File: config.mk
export PLATFORM = sky130hd
export DESIGN_NAME = draw_ball
export DESIGN_NICKNAME = d
export VERILOG_FILES = /design/src/rtl/vga_pkg.sv /design/src/rtl/ball_rom.sv /design/src/rtl/draw_ball.sv
export SDC_FILE = /design/constraint.sdc
export NUM_CORES = 1
export LEC_CHECK = 0
export BUFFER_PORTS_ARGS = -buffer_cell sky130_fd_sc_hd__clkbuf_2
export CAP_MARGIN = 20
export CORE_MARGIN = 2
export CORE_UTILIZATION = 30
export CTS_BUF_LIST = sky130_fd_sc_hd__clkbuf_2
export CTS_CLUSTER_DIAMETER = 150
export DETAILED_ROUTE_END_ITERATION = 8
export SLEW_MARGIN = 5
export SYNTH_ARGS = -nofsm -noshare
export SYNTH_HDL_FRONTEND = slang
export SYNTH_SLANG_ARGS = --single-unit
File: constraint.sdc
create_clock -name pclk -period 5.5 [get_ports pclk]
set_input_delay 0 -clock pclk [delete_from_list [all_inputs] [get_ports pclk]]
set_output_delay 0 -clock pclk [all_outputs]
set_load 0.01 [all_outputs]
File: src/rtl/vga_pkg.sv
// Shared VGA constants for the ball drawing path.
// The same values are used by draw_ball_ctl, so screen geometry and
// sprite size stay consistent across both blocks.
package vga_pkg;
   localparam int unsigned BALL_DIAMETER = 16;
   localparam int unsigned HOR_PIXELS    = 1024;
   localparam int unsigned VER_PIXELS    = 768;
   localparam int unsigned CENTRAL_LINE  = 511;
   localparam int unsigned RGB_W         = 12;
   localparam int unsigned COORD_W       = 11;
   localparam int unsigned POS_W         = 12;
endpackage

File: src/rtl/ball_rom.sv
// 16x16 circular sprite mask, purely combinational.
// Ports:
//   row   - sprite row 0..15
//   col   - sprite column 0..15
//   pixel - 1 when (2*col-15)^2 + (2*row-15)^2 <= 256
module ball_rom (
   input  logic [3:0] row,
   input  logic [3:0] col,
   output logic       pixel
);
   logic [3:0] ac;
   logic [3:0] ar;
   logic [8:0] sum;

   always_comb begin
      // |2c-15| is always odd: 2(c-8)+1 for c>=8, 15-2c for c<8
      ac    = col[3] ? {col[2:0], 1'b1} : 4'd15 - {col[2:0], 1'b0};
      ar    = row[3] ? {row[2:0], 1'b1} : 4'd15 - {row[2:0], 1'b0};
      sum   = {1'b0, {4'b0, ac} * {4'b0, ac}} + {1'b0, {4'b0, ar} * {4'b0, ar}};
      pixel = (sum <= 9'd256);
   end
endmodule

File: src/rtl/draw_ball.sv
// Overlays a circular ball sprite on a VGA pixel stream.
// All timing signals pass through with a fixed 2-cycle latency; the ball
// position is captured only on the rising edge of vblnk so a frame never
// tears.
// Ports:
//   pclk, rst               - pixel clock, async active-high reset
//   hcount_in, vcount_in    - upstream pixel coordinates
//   hsync_in .. vblnk_in    - upstream sync / blanking
//   rgb_in                  - upstream colour
//   xpos, ypos              - requested ball top-left corner
//   *_out                   - 2-cycle delayed timing and overlaid colour
module draw_ball #(
   parameter int unsigned                  BALL_DIAMETER = 16,
   parameter logic [vga_pkg::RGB_W-1:0]    BALL_COLOR    = 12'hFFF
) (
   input  logic                           pclk,
   input  logic                           rst,
   input  logic [vga_pkg::COORD_W-1:0]    hcount_in,
   input  logic [vga_pkg::COORD_W-1:0]    vcount_in,
   input  logic                           hsync_in,
   input  logic                           vsync_in,
   input  logic                           hblnk_in,
   input  logic                           vblnk_in,
   input  logic [vga_pkg::RGB_W-1:0]      rgb_in,
   input  logic [vga_pkg::POS_W-1:0]      xpos,
   input  logic [vga_pkg::POS_W-1:0]      ypos,
   output logic [vga_pkg::COORD_W-1:0]    hcount_out,
   output logic [vga_pkg::COORD_W-1:0]    vcount_out,
   output logic                           hsync_out,
   output logic                           vsync_out,
   output logic                           hblnk_out,
   output logic                           vblnk_out,
   output logic [vga_pkg::RGB_W-1:0]      rgb_out
);
   import vga_pkg::*;

   localparam logic [POS_W-1:0] DIAM = POS_W'(BALL_DIAMETER);

   // frame-stable position latch
   logic               vblnk_d;
   logic               vblnk_rise;
   logic               pos_valid;
   logic [POS_W-1:0]   bx;
   logic [POS_W-1:0]   by;

   // stage 1 combinational
   logic [POS_W-1:0]   h_ext;
   logic [POS_W-1:0]   v_ext;
   logic [POS_W-1:0]   dx;
   logic [POS_W-1:0]   dy;
   logic               in_box;

   // stage 1 registers
   logic [COORD_W-1:0] hcount1;
   logic [COORD_W-1:0] vcount1;
   logic               hsync1;
   logic               vsync1;
   logic               hblnk1;
   logic               vblnk1;
   logic [RGB_W-1:0]   rgb1;
   logic [3:0]         row1;
   logic [3:0]         col1;
   logic               in_box1;

   logic               mask_px;
   logic               draw;

   assign vblnk_rise = vblnk_in & ~vblnk_d;

   always_ff @(posedge pclk or posedge rst) begin
      if (rst) begin
         vblnk_d   <= 1'b0;
         pos_valid <= 1'b0;
         bx        <= '0;
         by        <= '0;
      end else begin
         vblnk_d <= vblnk_in;
         if (vblnk_rise) begin
            bx        <= xpos;
            by        <= ypos;
            pos_valid <= 1'b1;
         end
      end
   end

   // The explicit >= tests reject wrapped differences, so a box hanging
   // off the right/bottom edge never reappears at column or row 0, and a
   // position beyond the 11-bit coordinate range never matches.
   always_comb begin
      h_ext  = {{(POS_W-COORD_W){1'b0}}, hcount_in};
      v_ext  = {{(POS_W-COORD_W){1'b0}}, vcount_in};
      dx     = h_ext - bx;
      dy     = v_ext - by;
      in_box = (h_ext >= bx) && (dx < DIAM) && (v_ext >= by) && (dy < DIAM);
   end

   always_ff @(posedge pclk or posedge rst) begin
      if (rst) begin
         hcount1 <= '0;
         vcount1 <= '0;
         hsync1  <= 1'b0;
         vsync1  <= 1'b0;
         hblnk1  <= 1'b0;
         vblnk1  <= 1'b0;
         rgb1    <= '0;
         row1    <= '0;
         col1    <= '0;
         in_box1 <= 1'b0;
      end else begin
         hcount1 <= hcount_in;
         vcount1 <= vcount_in;
         hsync1  <= hsync_in;
         vsync1  <= vsync_in;
         hblnk1  <= hblnk_in;
         vblnk1  <= vblnk_in;
         rgb1    <= rgb_in;
         row1    <= dy[3:0];
         col1    <= dx[3:0];
         in_box1 <= in_box;
      end
   end

   ball_rom u_ball_rom (
      .row   (row1),
      .col   (col1),
      .pixel (mask_px)
   );

   assign draw = in_box1 & mask_px & pos_valid & ~hblnk1 & ~vblnk1;

   always_ff @(posedge pclk or posedge rst) begin
      if (rst) begin
         hcount_out <= '0;
         vcount_out <= '0;
         hsync_out  <= 1'b0;
         vsync_out  <= 1'b0;
         hblnk_out  <= 1'b0;
         vblnk_out  <= 1'b0;
         rgb_out    <= '0;
      end else begin
         hcount_out <= hcount1;
         vcount_out <= vcount1;
         hsync_out  <= hsync1;
         vsync_out  <= vsync1;
         hblnk_out  <= hblnk1;
         vblnk_out  <= vblnk1;
         rgb_out    <= draw ? BALL_COLOR : rgb1;
      end
   end
endmodule

==> metrics.txt <==
height of the die 132 µm; worst hold-check path type in2reg; Worst Hold Slack 0.0701 ns; Slew Limit Fails 0; met1 Use GR 15.4%; Seq cells post-synth 110; post-route DRC violation count 0; synth top area cells dfrtp_1, ha_1, fa_1; Worst setup SP type flop; clock root buffer clkbuf_2; critical path required time 6.05 ns; largest net degree at the start of global routing 77; Worst VDD drop 329 µV; TritonCTS clock tree built; Cells after Synth 420; Nets 737; Mapped Avg Cell Area 11.6 µm²; cell area after synthesis 4880 µm²; FFs w/ async S/R, synth 100%; Area after DPL 5640 µm²; worst-skew pair later-pin latency 0.61 ns; DIE AREA 17300 µm²; Multi-input gate area 1890 µm²; M3 GR Usage 3.43%; Antenna diodes 0; vias in the first global route 3947; number of synthesized flops with an enable pin 0; first-pass GRT wire length 18300 µm; total chip power 2.74 mW; Reg clk slew, reported paths 0.31 ns; FF+latch area 2750 µm²; H-tree depth 3; met2 Use GR 23.2%; syn_nets 533; fin area 6730 µm²; maxcap violations 0; Die W 132 µm; adder-cell share of the synthesized area 14.4%; crit end category flop; fill count 1546; gr busiest metal met2; Post-DRT Antenna Nets 0; ys flop type dfrtp_1; post-synthesis mux area share 1.54%; via count 3706; Max-slew headroom 38.3%; clock sink total 110; crit share post-route 87.7%; Initial Utilization 30.7%; total global routing overflow 0; number of DRC markers in iteration 0 137; critical path fanouts, max 12; sequential-to-total area share from yosys stat 56.4%; clock skew 0.0361 ns; largest family of logic cells by synthesized area adder cells; DR WL/cell 12.7 µm; status finished clean; Synth Area in Simple Gates 9.89%; # rows 46; Pwr Density 407 nW/µm²; RSZ-0062 raised after global routing false; clk buf depth 2; post-synthesis xor/xnor area fraction 2.51%; final setup fails 0; Final Worst Setup Slack 0.676 ns; setup bufs post-CTS 0; Total GRT Usage 13.1%; CP Class reg2reg; fin crit period 4.82 ns; GP Congestion 0.796; DP HPWL 7640 µm; Area growth syn-to-layout 37.8%; Hold Violations, Final 0; Leakage 3.26 nW; WP data arrival 5.37 ns; CTS buffer count 9; I/O Pins 102; Syn. warnings 0; Vias per Instance 4.39; Core ar. 15900 µm²; Commonest cells post-synth dfrtp_1, inv_1, ha_1, nand2_1, o21ai_0; Place WS 0.670 ns; largest area contributor in the netlist dfrtp_1; Yosys cell types 44; Fmax achieved 0.207 GHz; final WL 10700 µm; top cell type's share of synthesized area 56.4%; worst slew pin tran 0.926 ns; initial antenna violation count 0; IO buf count 101; compound-gate portion of the synthesized area 10.4%; most numerous cell in the Yosys netlist dfrtp_1; first-pass iteration count of the detailed router 4; Setup TNS 0 ns; share of post-route cells with drive strength above 1 19.6%
-- final timing paths --
| kind | from | to | slack, ns | cells after the start |
|---|---|---|---|---|
| max in group asynchronous | rst | hcount1[4]$_DFF_PP0_ | 3.77 | 5 |
| worst max register to register | col1[3]$_DFF_PP0_ | rgb_out[9]$_DFF_PP0_ | 0.68 | 17 |
| worst max-delay path | col1[3]$_DFF_PP0_ | rgb_out[9]$_DFF_PP0_ | 0.68 | 17 |
| worst min-delay path | vcount_in[5] | vcount1[5]$_DFF_PP0_ | 0.07 | 2 |
| worst min register to register | hcount1[3]$_DFF_PP0_ | hcount_out[3]$_DFF_PP0_ | 0.35 | 0 |
| min in group asynchronous | rst | hblnk_out$_DFF_PP0_ | 0.47 | 4 |
-- worst max-delay path, cell delays in order, from the launching register on --
cell,delay [ns]
dfrtp_1,0.49
xnor2_1,0.44
ha_1,0.22
inv_1,0.10
fa_1,0.49
inv_1,0.05
fa_1,0.46
fa_1,0.55
inv_1,0.05
fa_1,0.39
inv_1,0.07
ha_1,0.21
a31o_1,0.17
a21o_1,0.18
a21oi_2,0.15
nor3_1,0.06
a21o_1,0.26
or3_1,0.39
-- layer usage --
layer / up-vias / share of wire [%]
li1: 1814 / -
met1: 1813 / 43
met2: 64 / 51
met3: 15 / 3.7
met4: 0 / 1.8
met5: - / 0
-- state kept, by name, summed over array words and instances (netlist names), 4 cells and up --
signal and flops:
bx 12, by 12, rgb1 12, rgb_out 12, hcount1 11, hcount_out 11
vcount1 11, vcount_out 11, col1 4, row1 4
-- report_power, final --
part / leakage (nW) / total [mW] / internal, mW / switching (mW)
combinational: 1.90 / 1.48 / 0.705 / 0.774
sequential: 1.29 / 0.915 / 0.878 / 0.0370
clock: 0.0650 / 0.348 / 0.0667 / 0.281
total: 3.26 / 2.74 / 1.65 / 1.09
-- cell type report --
class                      instances  share of cell area, %
clock buffer                       9                  0.669
clock inverter                     7                  0.837
inverter                          53                   2.99
multi-input combinational        248                   28.1
sequential                       110                   40.9
tap                              216                   4.02
timing repair buffer             202                   22.5
-- logic make-up after synthesis --
| logic type | Yosys count |
|---|---|
| flops | 110 |
| fa+ha+maj | 49 |
| compound gates | 80 |
| simple gates | 98 |
| xor+xnor | 14 |
| buf+inv | 62 |
| mux | 7 |
-- what timing repair did --
item	in CTS	in global routing
hold buffers	98	1
resized for setup	0	0
hold endpoints to repair	105	1
-- metrics by stage --
step,instances,utilization [%]
2_1_floorplan,420,-
3_3_place_gp,730,35.5
3_5_place_dp,730,35.5
4_1_cts,844,42.3
5_1_grt,845,42.4
6_report,845,42.4
-- placed cells by master (no fill, tap or decap), types with 2 or more instances in the layout --
master,Yosys,layout
a211oi_1,5,5
a21o_1,6,6
a21oi_1,16,16
a31o_2,2,2
a31oi_1,3,3
buf_4,0,2
clkbuf_2,0,110
clkinv_1,0,2
clkinv_4,0,3
dfrtp_1,110,110
dlygate4sd3_1,0,99
fa_1,12,12
ha_1,37,37
inv_1,53,52
inv_8,0,2
mux2_1,4,4
mux2i_1,3,3
nand2_1,29,29
nand3_1,4,4
nand4_1,4,4
nor2_1,19,19
nor2b_1,9,8
nor3_1,9,9
nor3b_1,3,3
nor4_1,2,2
o2111ai_1,2,2
o211ai_1,3,3
o21a_1,3,3
o21ai_0,28,28
or3_1,15,15
xnor2_1,10,10
xor2_1,4,4
Note: power is estimated with default switching activity, not from simulation.
